**config.mk**
```make
export PLATFORM = sky130hd
export DESIGN_NAME = manchester_frame_serializer
export DESIGN_NICKNAME = d
export VERILOG_FILES = /design/src/rtl/manchester_frame_serializer.sv
export SDC_FILE = /design/constraint.sdc
export NUM_CORES = 1
export LEC_CHECK = 0
export BUFFER_PORTS_ARGS = -buffer_cell sky130_fd_sc_hd__buf_2
export CAP_MARGIN = 5
export CELL_PAD_IN_SITES_DETAIL_PLACEMENT = 0
export CELL_PAD_IN_SITES_GLOBAL_PLACEMENT = 1
export CORE_MARGIN = 5
export CORE_UTILIZATION = 39
export DETAILED_ROUTE_END_ITERATION = 10
export MAX_ROUTING_LAYER = met4
export PLACE_DENSITY = 0.75
export SETUP_SLACK_MARGIN = 0.2
export SYNTH_ARGS = -nofsm -noshare
export SYNTH_HDL_FRONTEND = slang
export SYNTH_SLANG_ARGS = --single-unit
export TNS_END_PERCENT = 100
```
**constraint.sdc**
```tcl
create_clock -name clock -period 2.2 [get_ports clock]
set_clock_uncertainty 0.15 [all_clocks]
set_input_delay 0.22 -clock clock [delete_from_list [all_inputs] [get_ports clock]]
set_output_delay 0.22 -clock clock [all_outputs]
set_load 0.01 [all_outputs]
```
**src/rtl/manchester_frame_serializer.sv**
```systemverilog
// Frames a word (start, MSB-first data, optional even parity, stop bits) for the Manchester encoder.
// Latency: START begins on the first bit-clock fall after acceptance; one-word holding register deasserts tx_ready while full.
module manchester_frame_serializer #(
    parameter int DATA_WIDTH = 16,
    parameter int CLK_DIV    = 4,
    parameter int PARITY_EN  = 1,
    parameter int STOP_BITS  = 2
) (
    input  logic                  clock,
    input  logic                  reset_n,
    input  logic [DATA_WIDTH-1:0] tx_data,
    input  logic                  tx_valid,
    output logic                  tx_ready,
    output logic                  bit_clock,
    output logic                  ser_data,
    output logic                  ser_enable,
    output logic                  busy,
    output logic                  frame_done
);
    localparam int HALF  = CLK_DIV / 2;
    localparam int DIV_W = (CLK_DIV > 1) ? $clog2(CLK_DIV) : 1;
    localparam int CNT_W = $clog2(DATA_WIDTH + 1);

    localparam logic [DIV_W-1:0] DIV_LAST  = DIV_W'(CLK_DIV - 1);
    localparam logic [DIV_W-1:0] DIV_HALF  = DIV_W'(HALF);
    localparam logic [CNT_W-1:0] DATA_LAST = CNT_W'(DATA_WIDTH - 1);
    localparam logic [CNT_W-1:0] STOP_LAST = CNT_W'(STOP_BITS - 1);

    typedef enum logic [2:0] {IDLE, START, DATA, PARITY, STOP} state_t;

    logic [DIV_W-1:0]      div_cnt;
    logic [DIV_W-1:0]      div_nxt;
    logic                  fall_stb;

    logic                  hold_full;
    logic [DATA_WIDTH-1:0] hold_dat;
    logic                  load;

    state_t                state;
    state_t                state_nxt;
    logic [CNT_W-1:0]      bit_cnt;
    logic [CNT_W-1:0]      cnt_nxt;
    logic [DATA_WIDTH-1:0] shift_q;
    logic [DATA_WIDTH-1:0] shift_nxt;
    logic                  parity_q;
    logic                  parity_nxt;
    logic                  data_nxt;
    logic                  en_nxt;
    logic                  busy_nxt;
    logic                  done_nxt;

    assign fall_stb = (div_cnt == DIV_LAST);
    assign div_nxt  = fall_stb ? '0 : div_cnt + DIV_W'(1);
    assign tx_ready = ~hold_full;

    // bit_clock is derived from the next count so it falls on the edge after fall_stb
    always_ff @(posedge clock) begin
        if (!reset_n) begin
            div_cnt   <= '0;
            bit_clock <= 1'b0;
        end else begin
            div_cnt   <= div_nxt;
            bit_clock <= (div_nxt >= DIV_HALF);
        end
    end

    always_ff @(posedge clock) begin
        if (!reset_n) begin
            hold_full <= 1'b0;
            hold_dat  <= '0;
        end else if (tx_valid && !hold_full) begin
            hold_full <= 1'b1;
            hold_dat  <= tx_data;
        end else if (load) begin
            hold_full <= 1'b0;
        end
    end

    always_ff @(posedge clock) begin
        if (!reset_n) begin
            state      <= IDLE;
            bit_cnt    <= '0;
            shift_q    <= '0;
            parity_q   <= 1'b0;
            ser_data   <= 1'b0;
            ser_enable <= 1'b0;
            busy       <= 1'b0;
            frame_done <= 1'b0;
        end else begin
            state      <= state_nxt;
            bit_cnt    <= cnt_nxt;
            shift_q    <= shift_nxt;
            parity_q   <= parity_nxt;
            ser_data   <= data_nxt;
            ser_enable <= en_nxt;
            busy       <= busy_nxt;
            frame_done <= done_nxt;
        end
    end

    // Outputs are computed for the state being entered, so they change only on fall_stb edges
    always_comb begin
        state_nxt  = state;
        cnt_nxt    = bit_cnt;
        shift_nxt  = shift_q;
        parity_nxt = parity_q;
        data_nxt   = ser_data;
        en_nxt     = ser_enable;
        busy_nxt   = busy;
        done_nxt   = 1'b0;
        load       = 1'b0;
        if (fall_stb) begin
            case (state)
                IDLE: begin
                    load = hold_full;
                end
                START: begin
                    state_nxt = DATA;
                    cnt_nxt   = '0;
                    data_nxt  = shift_q[DATA_WIDTH-1];
                    shift_nxt = shift_q << 1;
                end
                DATA: begin
                    if (bit_cnt == DATA_LAST) begin
                        cnt_nxt = '0;
                        if (PARITY_EN != 0) begin
                            state_nxt = PARITY;
                            data_nxt  = parity_q;
                        end else begin
                            state_nxt = STOP;
                            data_nxt  = 1'b0;
                            en_nxt    = 1'b0;
                        end
                    end else begin
                        cnt_nxt   = bit_cnt + CNT_W'(1);
                        data_nxt  = shift_q[DATA_WIDTH-1];
                        shift_nxt = shift_q << 1;
                    end
                end
                PARITY: begin
                    state_nxt = STOP;
                    cnt_nxt   = '0;
                    data_nxt  = 1'b0;
                    en_nxt    = 1'b0;
                end
                STOP: begin
                    if (bit_cnt == STOP_LAST) begin
                        done_nxt = 1'b1;
                        cnt_nxt  = '0;
                        if (hold_full) begin
                            load = 1'b1;
                        end else begin
                            state_nxt = IDLE;
                            busy_nxt  = 1'b0;
                        end
                    end else begin
                        cnt_nxt = bit_cnt + CNT_W'(1);
                    end
                end
                default: begin
                    state_nxt = IDLE;
                    data_nxt  = 1'b0;
                    en_nxt    = 1'b0;
                    busy_nxt  = 1'b0;
                end
            endcase
            if (load) begin
                state_nxt  = START;
                shift_nxt  = hold_dat;
                parity_nxt = ^hold_dat;
                data_nxt   = 1'b1;
                en_nxt     = 1'b1;
                busy_nxt   = 1'b1;
            end
        end
    end
endmodule

```
After elaboration in Yosys (flattened, before gate mapping):

Cells that the tools add are included.

* add/subtract/negate cells: 2
* magnitude comparators: 1
* equality and inequality tests: 15
* mux-type cells: 29
* bitwise operators: 1
* reduce and logical (&&, ||, !) cells: 19

Operators by type and width (number)
* $mux W16: 2
* $pmux W16 S2: 1
* $reduce_xor A16 Y1: 1
* $pmux W3 S5: 1
* $pmux W5 S3: 1
* $mux W1: 14
* $mux W3: 4
* $ne A3 B3 Y1 const B: 4
* $mux W5: 2
* $reduce_and A2 Y1: 4
* $reduce_or A4 Y1: 2
* $eq A3 B2 Y1 const B: 2
* $ne A2 B1 Y1 const B: 3
* $reduce_and A3 Y1: 2
* $reduce_bool A3 Y1: 2
* $add A5 B1 Y5 const B: 1
* $eq A5 B1 Y1 const B: 1
* $eq A5 B4 Y1 const B: 1
* $reduce_and A5 Y1: 1
* $pmux W1 S2: 2
* $reduce_and A4 Y1: 1
* $reduce_or A2 Y1: 2
* $eq A3 B1 Y1 const B: 1
* $eq A3 B3 Y1 const B: 1
* 11 further kinds: 11

* register bits: 49
* bits of input ports: 19
* output and inout bits: 6

Logic depth before layout (Yosys ltp):

Gate-level depths: netlist of the first run.

* word-level depth: 7
* mapped depth: 9
* gate-level depth less buffers: 8

Worst setup path after synthesis of the first run:

Ideal clock, no wire load.

* kind: register to register
* from: register bit_cnt[0]
* to: register shift_q[10]
* setup time: 0.143 ns
* data arrival time: 2.163 ns
* data required time: 1.907 ns
* path slack: -0.257 ns
* stages on the path, launching flop included: 7
* buffers on the path: 1
* cells stage by stage: dfxtp_1 ha_1 or4b_4 a2111oi_4 buf_6 mux2i_1 a211oi_2

* word-level cells in the longest chain between the ends: 6
* elaborated cells on any way between the ends: 9

RTL lines
* start, declared: RTL line 41 `logic [CNT_W-1:0] bit_cnt;`
* start signal, assigned: RTL line 91 `bit_cnt <= cnt_nxt;`
* $eq A5 B1 Y1: RTL line 147 `if (bit_cnt == STOP_LAST) begin`
* $mux W1: RTL line 147
* $pmux W1 S2: RTL line 113 `case (state)`
* $mux W1: RTL line 112 `if (fall_stb) begin`
* $ne A3 B3 Y1 (no source line) or $reduce_bool A3 Y1 (tied branches)
* $reduce_and A3 Y1 (no source line)
* end signal, assigned: RTL line 92 `shift_q <= shift_nxt;`
* end, declared: RTL line 43 `logic [DATA_WIDTH-1:0] shift_q;`

Several ways; a longest one is shown, not always the timed one. The select of a mux whose other input is x is not followed.
A chain may end at the register's enable or synchronous reset.

Worst setup path after layout of the first run:

* from: register bit_cnt[1]
* to: register shift_q[6]

Same word-level chain as after synthesis.

==> results of run 1 <==
[sequential cells by signal (all words and copies together) (netlist names), 3 cells and up]
name,cells
hold_dat,16
shift_q,16
bit_cnt,5
state,3
[stage by stage]
stage	hold slack (ns)	setup TNS (ns)	utilization [%]	area [sq um]	worst slack, ns
5_1_grt	0.005929	-3.464	56.31	3314	-0.2842
4_1_cts	0.0001214	-1.269	55.12	3244	-0.1445
6_report	0.009726	-1.493	56.31	3314	-0.1370
2_1_floorplan	0.1917	-1.838	-	2409	-0.1478
3_5_place_dp	0.2723	-2.022	46.64	2745	-0.1495
3_3_place_gp	0.2605	-1.241	46.64	2745	-0.09835
[worst max path at each step]
stage                       startpoint                  endpoint  slack, ns  cells after the start
4_1_cts        bit_cnt[1]$_SDFFE_PN0P_   shift_q[6]$_SDFFE_PN0P_      -0.14                     10
3_3_place_gp   bit_cnt[0]$_SDFFE_PN0P_   shift_q[3]$_SDFFE_PN0P_       -0.1                      9
6_report       bit_cnt[1]$_SDFFE_PN0P_   shift_q[6]$_SDFFE_PN0P_      -0.14                     10
5_1_grt        bit_cnt[1]$_SDFFE_PN0P_  shift_q[13]$_SDFFE_PN0P_      -0.28                      9
2_1_floorplan  bit_cnt[1]$_SDFFE_PN0P_  shift_q[10]$_SDFFE_PN0P_      -0.15                      7
3_5_place_dp   bit_cnt[0]$_SDFFE_PN0P_   shift_q[4]$_SDFFE_PN0P_      -0.15                      9
[final cells by class]
| class | count | area (sq um) | share of cell area, % |
|---|---|---|---|
| flip-flops and latches | 48 | 965.9 | 29.14 |
| repair buffers | 79 | 690.7 | 20.84 |
| well taps | 75 | 93.84 | 2.831 |
| clock buffers | 7 | 107.6 | 3.247 |
| multi-input cells | 192 | 1421 | 42.88 |
| inverters | 7 | 26.28 | 0.7928 |
| clock inverters | 1 | 8.758 | 0.2643 |
[synth_stat cells (2+ instances only)]
library cell	instances	area [sq um]
dfxtp_1	48	960.9
and3_1	3	18.77
nand4_1	2	12.51
a22oi_1	2	15.01
a211oi_2	15	187.7
nor2_1	25	93.84
buf_6	3	33.78
a21oi_1	28	140.1
nand2_1	43	161.4
o21ai_0	7	35.03
o21a_1	2	15.01
xor2_1	4	35.03
xnor2_1	14	122.6
clkbuf_1	12	45.04
and2_1	3	18.77
nand2b_1	4	25.02
a311oi_1	2	17.52
mux2i_1	15	150.1
inv_1	7	26.28
a21o_1	2	15.01
ha_1	5	62.56
nand3_1	2	10.01
[critical path, delay by kind of cell (launching register included)]
kind | cells | cell delay, ns
and+or+nand+nor | 2 | 0.52
AOI/OAI and AO/OA | 3 | 0.64
DFF | 1 | 0.34
buffers and inverters | 4 | 0.49
adders and majority gates | 1 | 0.12
[power breakdown]
group / switching [mW] / total (mW) / internal, mW
clock: 0.303 / 0.629 / 0.326
combinational: 0.201 / 0.434 / 0.234
sequential: 0.0397 / 0.951 / 0.911
total: 0.543 / 2.01 / 1.47
[routing by layer]
metal,vias to the layer above,GRT usage (%)
li1,1038,-
met1,929,20.15
met2,24,26.03
met3,8,3.669
met4,0,3.766
met5,-,-
[timing repair]
item / 4_1_cts / 5_1_grt
setup buffers: 10 / 4
setup endpoints to repair: 20 / 24
resized for setup: 25 / 9
pin swaps: 14 / 9
cloned: 1 / 0
hold buffers: 15 / 0
endpoints found under the hold margin: 15 / 0
[logic make-up (layout without fill, tap and decap cells)]
kind of cell | after synthesis | count (layout) | share of synthesized area (%)
muxes | 15 | 15 | 6.393
AOI/OAI and AO/OA | 63 | 63 | 21.04
xor gates and xnor gates | 18 | 18 | 6.713
buffers and inverters | 23 | 94 | 4.795
and+or+nand+nor | 91 | 91 | 17.47
DFF | 48 | 48 | 40.92
adders and majority gates | 5 | 5 | 2.664
==> metrics, run 1 <==
hold crit path type in2reg; share of cells above drive strength 1 around a third; # setup viols final 17; H-tree depth 2; die footprint roughly 7700 sq um; routed length per instance about 13 microns; vias post-DR around 2000; Worst Path Max Fanout 7; first-pass GRT wire length between 9000 and 10000 microns; Hold Path End hold_dat[10]$_SDFFE_PN0P_; die height ~90 microns; Final Non-Filler Cells 409; reg2reg end shift_q[6]$_SDFFE_PN0P_; clock-pin slew on the worst setup and hold paths 0.09 ns; CTS Buf Count 5; met3 wirelength from detailed routing 198 microns; row count 28; largest stage delay on the critical path 0.49 ns; initial antenna violation count 0; sequential share of the synthesized area 40.92%; Post-DP HPWL 3602 microns; detailed-router iteration count before antenna repair 4; routed length on met2 2555 microns; final worst-path cycle share 106.2%; core area around 6000 sq um; Hold Crit Start tx_data[10]; CTS tree built; Async SR Flop Fraction 0%; DRT antenna net count 0; commonest non-fill, non-tap cell in the layout dfxtp_1; syn_nets between 200 and 300; fin nets 357; critical path's slowest cell or4b_4; hold path depth 3; clock root buffer clkbuf_8; highest metal used met4; vias in the first global route approximately 2000; Routed WL 5502 microns; maxcap violations 0; post-DR vias/cell between 4 and 5; status finished with violations; Worst R2R Path Depth 10; grt ovf 0; number of synthesized flops with an enable pin 0; Mapped Area 2349 sq um; clock tree buffer depth 2; Final WS setup -0.1370 ns; most frequent cells in the layout dfxtp_1 (46), nand2_1 (43), a21oi_1 (25), buf_4 (25), buf_2 (24); Worst slew margin 61.15%; Worst R2R Start bit_cnt[1]$_SDFFE_PN0P_; Crit. End Element register; Ant. Diodes 0; DR iter-0 viols 100; Crit Path Category reg2reg; GRT Util Overall about 16%; power density cells between 600 and 700 nW/um^2; largest net degree at the start of global routing 41; r2r setup slk -0.14 ns; Initial Utilization 39.90%; Mapped Avg Cell Area 8.930 sq um; overall power 2.015 mW; Netlist cell types 37; leak pwr 1.257 nW; Clock Sinks 48; Residual DRC 0; Routability Congestion slightly below 0.8; RSZ-0062 raised after global routing yes; Die W 87.60 microns; Worst Path Required around 2.3 ns; post-synthesis register bit count 48; I/O Buffers 24; crit path time final 2.337 ns; Yosys warning total 0; failing checks setup timing; Ports 25; Slew @ Worst Pin 0.5828 ns; Final Max Tran Viols 0; Worst Setup Start Kind register; FILL cells 531; Met1 Wirelength approximately 2700 microns; critical path arrival 2.41 ns; P&R area growth vs syn 41.13%; Inst Count DP 371; Max VDD drop between 300 and 400 uV; Max Freq 0.4279 GHz; hold violation count in the final report 0; Clk Latency, worst-skew pair 0.30 ns; CP Cell Sequence inv_2, ha_4, or4b_4, a2111oi_4, buf_4, o21a_4, buf_6, buf_12, nor2_4, a211oi_2; Primary FF master, synth dfxtp_1; Cells after Synth 263
No activity file was read; power rests on OpenSTA's default activity.
==> inputs of run 2 (changes only) <==
Settings changed: CAP_MARGIN 5 to 30, SKIP_CTS_REPAIR_TIMING set to 1.
==> run 2 against run 1 <==
  * Hold slack worse by 0.016 ns
  * Largest power group unchanged
  * Critical endpoint is now shift_q[9]$_SDFFE_PN0P_
  * Die area unchanged
  * Core utilization down 4.8 points
  * Largest cell class unchanged
  * Sequential share of layout area up 2.7 points
  * Setup slack better by 0.045 ns
  * Combinational power down 12%
  * Flip-flop and latch count unchanged
  * Total power down 2.7%
  * Wire length down 4.8%
  * The flow finishes with violations (hold timing, setup timing)
  * Critical path depth unchanged
==> metrics, run 2 (synthesis results as in run 1) <==
Max VDD drop 312.3 uV (was 308.4 uV); Ports 25 (unchanged); critical path arrival 2.37 ns (was 2.41 ns); vias in the first global route 1908 (was 2042); die footprint 7674 sq um (unchanged); Inst Count DP 371 (unchanged); Worst Setup Start Kind register (unchanged); Final WS setup -0.09188 ns (was -0.1370 ns); Regs by FF count hold_dat x16, shift_q x16, bit_cnt x5 (unchanged); first-pass GRT wire length 8859 microns (was 9487 microns); Worst Path Required 2.28 ns (about the same); overall power 1.959 mW (was 2.015 mW); hold violation count in the final report 6 (was 0); largest net degree at the start of global routing 41 (unchanged); CTS Buf Count 5 (unchanged); Worst Path Max Fanout 7 (unchanged); core area 5886 sq um (unchanged); RSZ-0062 raised after global routing yes (unchanged); share of cells above drive strength 1 31.95% (was 35.03%); FILL cells 574 (was 531); Clock Sinks 48 (unchanged); commonest non-fill, non-tap cell in the layout dfxtp_1 (unchanged); Residual DRC 0 (unchanged); H-tree depth 2 (unchanged); multi-input logic area 1376 sq um (was 1421 sq um); Final Non-Filler Cells 388 (was 409); power density cells 646.8 nW/um^2 (was 607.8 nW/um^2); routed length per instance 13.50 microns (was 13.45 microns); Final Max Tran Viols 0 (unchanged); Max Freq 0.4363 GHz (was 0.4279 GHz); Initial Utilization 39.90% (unchanged); Clk Latency, worst-skew pair 0.30 ns (about the same); Worst slew margin 61.21% (was 61.15%); vias post-DR 1924 (was 1999); DR iter-0 viols 72 (was 100); Die W 87.60 microns (unchanged); Place WS -0.1495 ns (unchanged); Crit. End Element register (unchanged); crit path time final 2.292 ns (was 2.337 ns); P&R area growth vs syn 28.98% (was 41.13%); Reg area 965.9 sq um (unchanged); Post-DP HPWL 3602 microns (unchanged); clock-pin slew on the worst setup and hold paths 0.09 ns (about the same); hold crit path type in2reg (unchanged); DRT antenna net count 0 (unchanged); Routability Congestion 0.7743 (unchanged); # setup viols final 16 (was 17); Crit Path Category reg2reg (unchanged); I/O Buffers 24 (unchanged); Area after DPL 2745 sq um (unchanged); die height 87.60 microns (unchanged); status finished with violations (unchanged); Routed WL 5237 microns (was 5502 microns); failing checks hold timing, setup timing (was setup timing); post-DR vias/cell 4.959 (was 4.888); clock tree buffer depth 2 (unchanged); Slew @ Worst Pin 0.5818 ns (was 0.5828 ns); leak pwr 1.138 nW (was 1.257 nW); row count 28 (unchanged); final setup TNS -0.9777 ns (was -1.493 ns); grt ovf 0 (unchanged); Ant. Diodes 0 (unchanged); fin nets 336 (was 357); WHS -0.006373 ns (was 0.009726 ns); GRT Util Overall 14.92% (was 15.99%); maxcap violations 0 (unchanged); clock root buffer clkbuf_8 (unchanged); final worst-path cycle share 104.2% (was 106.2%); CTS tree built (unchanged); initial antenna violation count 0 (unchanged); design area 3029 sq um (was 3314 sq um); detailed-router iteration count before antenna repair 4 (unchanged); most frequent cells in the layout dfxtp_1 (46), nand2_1 (43), a21oi_1 (25) (was dfxtp_1 (46), nand2_1 (43), a21oi_1 (25), buf_4 (25), buf_2 (24))
-- run 2: cell count changes in the layout (fill, tap and decap cells not counted), sizes merged --
cell         before  now
dlygate4sd3      15    5
clkbuf            7    8
buf              64   52
-- run 2: worst paths after layout --
kind,to,slack [ns],startpoint,cells past startpoint
worst max-delay path,shift_q[9]$_SDFFE_PN0P_,-0.09,bit_cnt[1]$_SDFFE_PN0P_,10
worst min-delay path,hold_dat[3]$_SDFFE_PN0P_,-0.006,tx_data[3],3
worst max register to register,shift_q[9]$_SDFFE_PN0P_,-0.09,bit_cnt[1]$_SDFFE_PN0P_,10
worst min register to register,div_cnt[0]$_SDFF_PN0_,0.29,div_cnt[0]$_SDFF_PN0_,1
-- run 2: area by class of cell --
cell class,instances,share of cell area (%)
multi-input cells,192,45.44
flip-flops and latches,48,31.89
repair buffers,58,14.87
clock buffers,7,3.552
well taps,75,3.098
inverters,7,0.8674
clock inverters,1,0.2891
-- run 2: critical path, stage by stage, from the launching register on --
cell and delay (ns):
dfxtp_2 0.35, inv_2 0.06, ha_4 0.12, or4b_4 0.49
a2111oi_4 0.32, buf_6 0.17, o21a_4 0.19, buf_12 0.13
buf_12 0.10, nor2_4 0.03, a211oi_2 0.13
-- run 2: power by group --
| group | switching, mW | internal (mW) | total, mW |
|---|---|---|---|
| Clock | 0.304 | 0.326 | 0.630 |
| Sequential | 0.0372 | 0.911 | 0.949 |
| Combinational | 0.188 | 0.193 | 0.381 |
-- run 2: stage by stage --
stage | hold WS (ns) | util (%)
final | -0.006373 | 51.47
after global routing | 0.0002764 | 51.47
after CTS | -0.02043 | 48.62
after detailed placement | 0.2723 | 46.64
after global placement | 0.2605 | 46.64
after floorplan | 0.1917 | -
-- run 2: layer usage --
layer | vias up | wire [microns] | part of all wire, % | GRT usage, %
met3 | 5 | 199 | 3.8 | 3.669
met2 | 27 | 2385 | 46 | 23.15
met1 | 897 | 2599 | 50 | 19.48
met5 | - | 0 | 0 | -
met4 | 0 | 53 | 1.0 | 3.766
li1 | 995 | - | - | -
==> inputs of run 3 (changes only) <==
Settings changed: PLACE_DENSITY 0.75 to 0.73.
Clock period 2.2 ns to 2.55 ns, I/O delays scaled along.
==> run 3 against run 2 <==
  * The flow now finishes without violations
  * Final cell count shrank 5.4%
  * Global-route usage is 0.93 points lower
  * Clock power decreased by 12%
  * Critical path depth shrank 2
  * Maximum frequency fell by 1.4%
  * First-iteration DRC count is 21% lower
  * Hold slack better by 0.025 ns
  * Total power shrank 15%
  * Sequential power fell by 14%
  * Largest cell class unchanged
==> metrics, run 3 (synthesis results as in run 1) <==
status finished, final reports clean (was finished with violations); leak pwr 1.026 nW (was 1.138 nW); design area 2809 sq um (was 3029 sq um); I/O Buffers 24 (unchanged); Final Max Tran Viols 0 (unchanged); Place WS 0.1051 ns (was -0.1495 ns); Final WS setup 0.2257 ns (was -0.09188 ns); die height 87.60 microns (unchanged); critical path arrival 2.35 ns (was 2.37 ns); critical path's slowest cell or4b_4 (unchanged); Max Freq 0.4302 GHz (was 0.4363 GHz); GRT Util Overall 13.99% (was 14.92%); row count 28 (unchanged); P&R area growth vs syn 19.61% (was 28.98%); largest net degree at the start of global routing 38 (was 41); die footprint 7674 sq um (unchanged); final worst-path cycle share 91.15% (was 104.2%); Routed WL 4948 microns (was 5237 microns); DR iter-0 viols 57 (was 72); Die W 87.60 microns (unchanged); Worst Path Required 2.58 ns (was 2.28 ns); fin nets 315 (was 336); clock root buffer clkbuf_8 (unchanged); CTS Buf Count 5 (unchanged); largest stage delay on the critical path 0.49 ns (about the same); CP bufs+invs 2 (was 4); maxcap violations 0 (unchanged); overall power 1.670 mW (was 1.959 mW); Routability Congestion 0.8195 (was 0.7743); first-pass GRT wire length 8293 microns (was 8859 microns); hold violation count in the final report 0 (was 6); share of cells above drive strength 1 25.68% (was 31.95%); Crit. End Element register (unchanged); final setup TNS 0 ns (was -0.9777 ns); RSZ-0062 raised after global routing yes (unchanged); CTS tree built (unchanged); CP Cell Sequence ha_4, or4b_4, a2111oi_4, buf_4, o21a_4, clkbuf_16, nand2b_1, a21oi_1 (was inv_2, ha_4, or4b_4, a2111oi_4, buf_6, o21a_4, buf_12, buf_12, nor2_4, a211oi_2); post-DR vias/cell 5.046 (was 4.959); FILL cells 576 (was 574); DRT antenna net count 0 (unchanged); Post-DP HPWL 3230 microns (was 3602 microns); hold crit path type in2reg (unchanged); core area 5886 sq um (unchanged); initial antenna violation count 0 (unchanged); Worst Setup Start Kind register (unchanged); Crit Path Category reg2reg (unchanged); Ports 25 (unchanged); routed length per instance 13.48 microns (was 13.50 microns); Clk Latency, worst-skew pair 0.31 ns (was 0.30 ns); Initial Utilization 39.90% (unchanged); grt ovf 0 (unchanged); commonest non-fill, non-tap cell in the layout dfxtp_1 (unchanged); Ant. Diodes 0 (unchanged); Worst Path Max Fanout 8 (was 7); power density cells 594.7 nW/um^2 (was 646.8 nW/um^2); H-tree depth 2 (unchanged); Regs by FF count hold_dat x16, shift_q x16, bit_cnt x5 (unchanged); detailed-router iteration count before antenna repair 4 (unchanged); Slew @ Worst Pin 0.5618 ns (was 0.5818 ns); Final Non-Filler Cells 367 (was 388); crit path time final 2.324 ns (was 2.292 ns); Max VDD drop 243.5 uV (was 312.3 uV); Area after DPL 2586 sq um (was 2745 sq um); Reg area 965.9 sq um (unchanged); multi-input logic area 1329 sq um (was 1376 sq um); Finished Core Util 47.73% (was 51.47%); Top delay family on crit path compound AO/OA/AOI/OAI gates (unchanged); clock tree buffer depth 2 (unchanged); vias post-DR 1852 (was 1924); Worst slew margin 62.55% (was 61.21%); vias in the first global route 1816 (was 1908); Residual DRC 0 (unchanged); most frequent cells in the layout dfxtp_1 (46), nand2_1 (43), a21oi_1 (27) (was dfxtp_1 (46), nand2_1 (43), a21oi_1 (25)); Clock Sinks 48 (unchanged); WHS 0.01871 ns (was -0.006373 ns); # setup viols final 0 (was 16); clock-pin slew on the worst setup and hold paths 0.10 ns (was 0.09 ns); Inst Count DP 355 (was 371)
[run 3: layer usage]
layer / GRT usage (%) / share of wire, %
met1: 17.17 / 49
met2: 21.64 / 45
met3: 3.575 / 3.9
met4: 6.137 / 1.6
met5: - / 0
[run 3: final timing paths]
check / from / end / slack (ns) / cells after the start
worst max-delay path: bit_cnt[0]$_SDFFE_PN0P_ / shift_q[0]$_SDFFE_PN0P_ / 0.23 / 8
worst min-delay path: tx_data[12] / hold_dat[12]$_SDFFE_PN0P_ / 0.02 / 3
worst max register to register: bit_cnt[0]$_SDFFE_PN0P_ / shift_q[0]$_SDFFE_PN0P_ / 0.23 / 8
worst min register to register: div_cnt[0]$_SDFF_PN0_ / div_cnt[0]$_SDFF_PN0_ / 0.28 / 1
[run 3: power breakdown]
part | total (mW) | leakage, nW | switching (mW) | internal (mW)
clock | 0.557 | 0.0596 | 0.275 | 0.282
combinational | 0.297 | 0.574 | 0.151 | 0.146
sequential | 0.817 | 0.392 | 0.0308 | 0.786
[run 3: worst register-to-register path, cell delays in order (launching register included)]
cell,delay (ns)
dfxtp_4,0.39
ha_4,0.13
or4b_4,0.49
a2111oi_4,0.36
buf_4,0.20
o21a_4,0.18
clkbuf_16,0.16
nand2b_1,0.10
a21oi_1,0.05
[run 3: final cells by class]
cell class | instances | share of cell area [%]
clock buffer | 7 | 3.831
clock inverter | 1 | 0.3118
inverter | 7 | 0.9354
multi-input combinational | 192 | 47.31
sequential | 48 | 34.39
tap | 75 | 3.341
timing repair buffer | 37 | 9.889
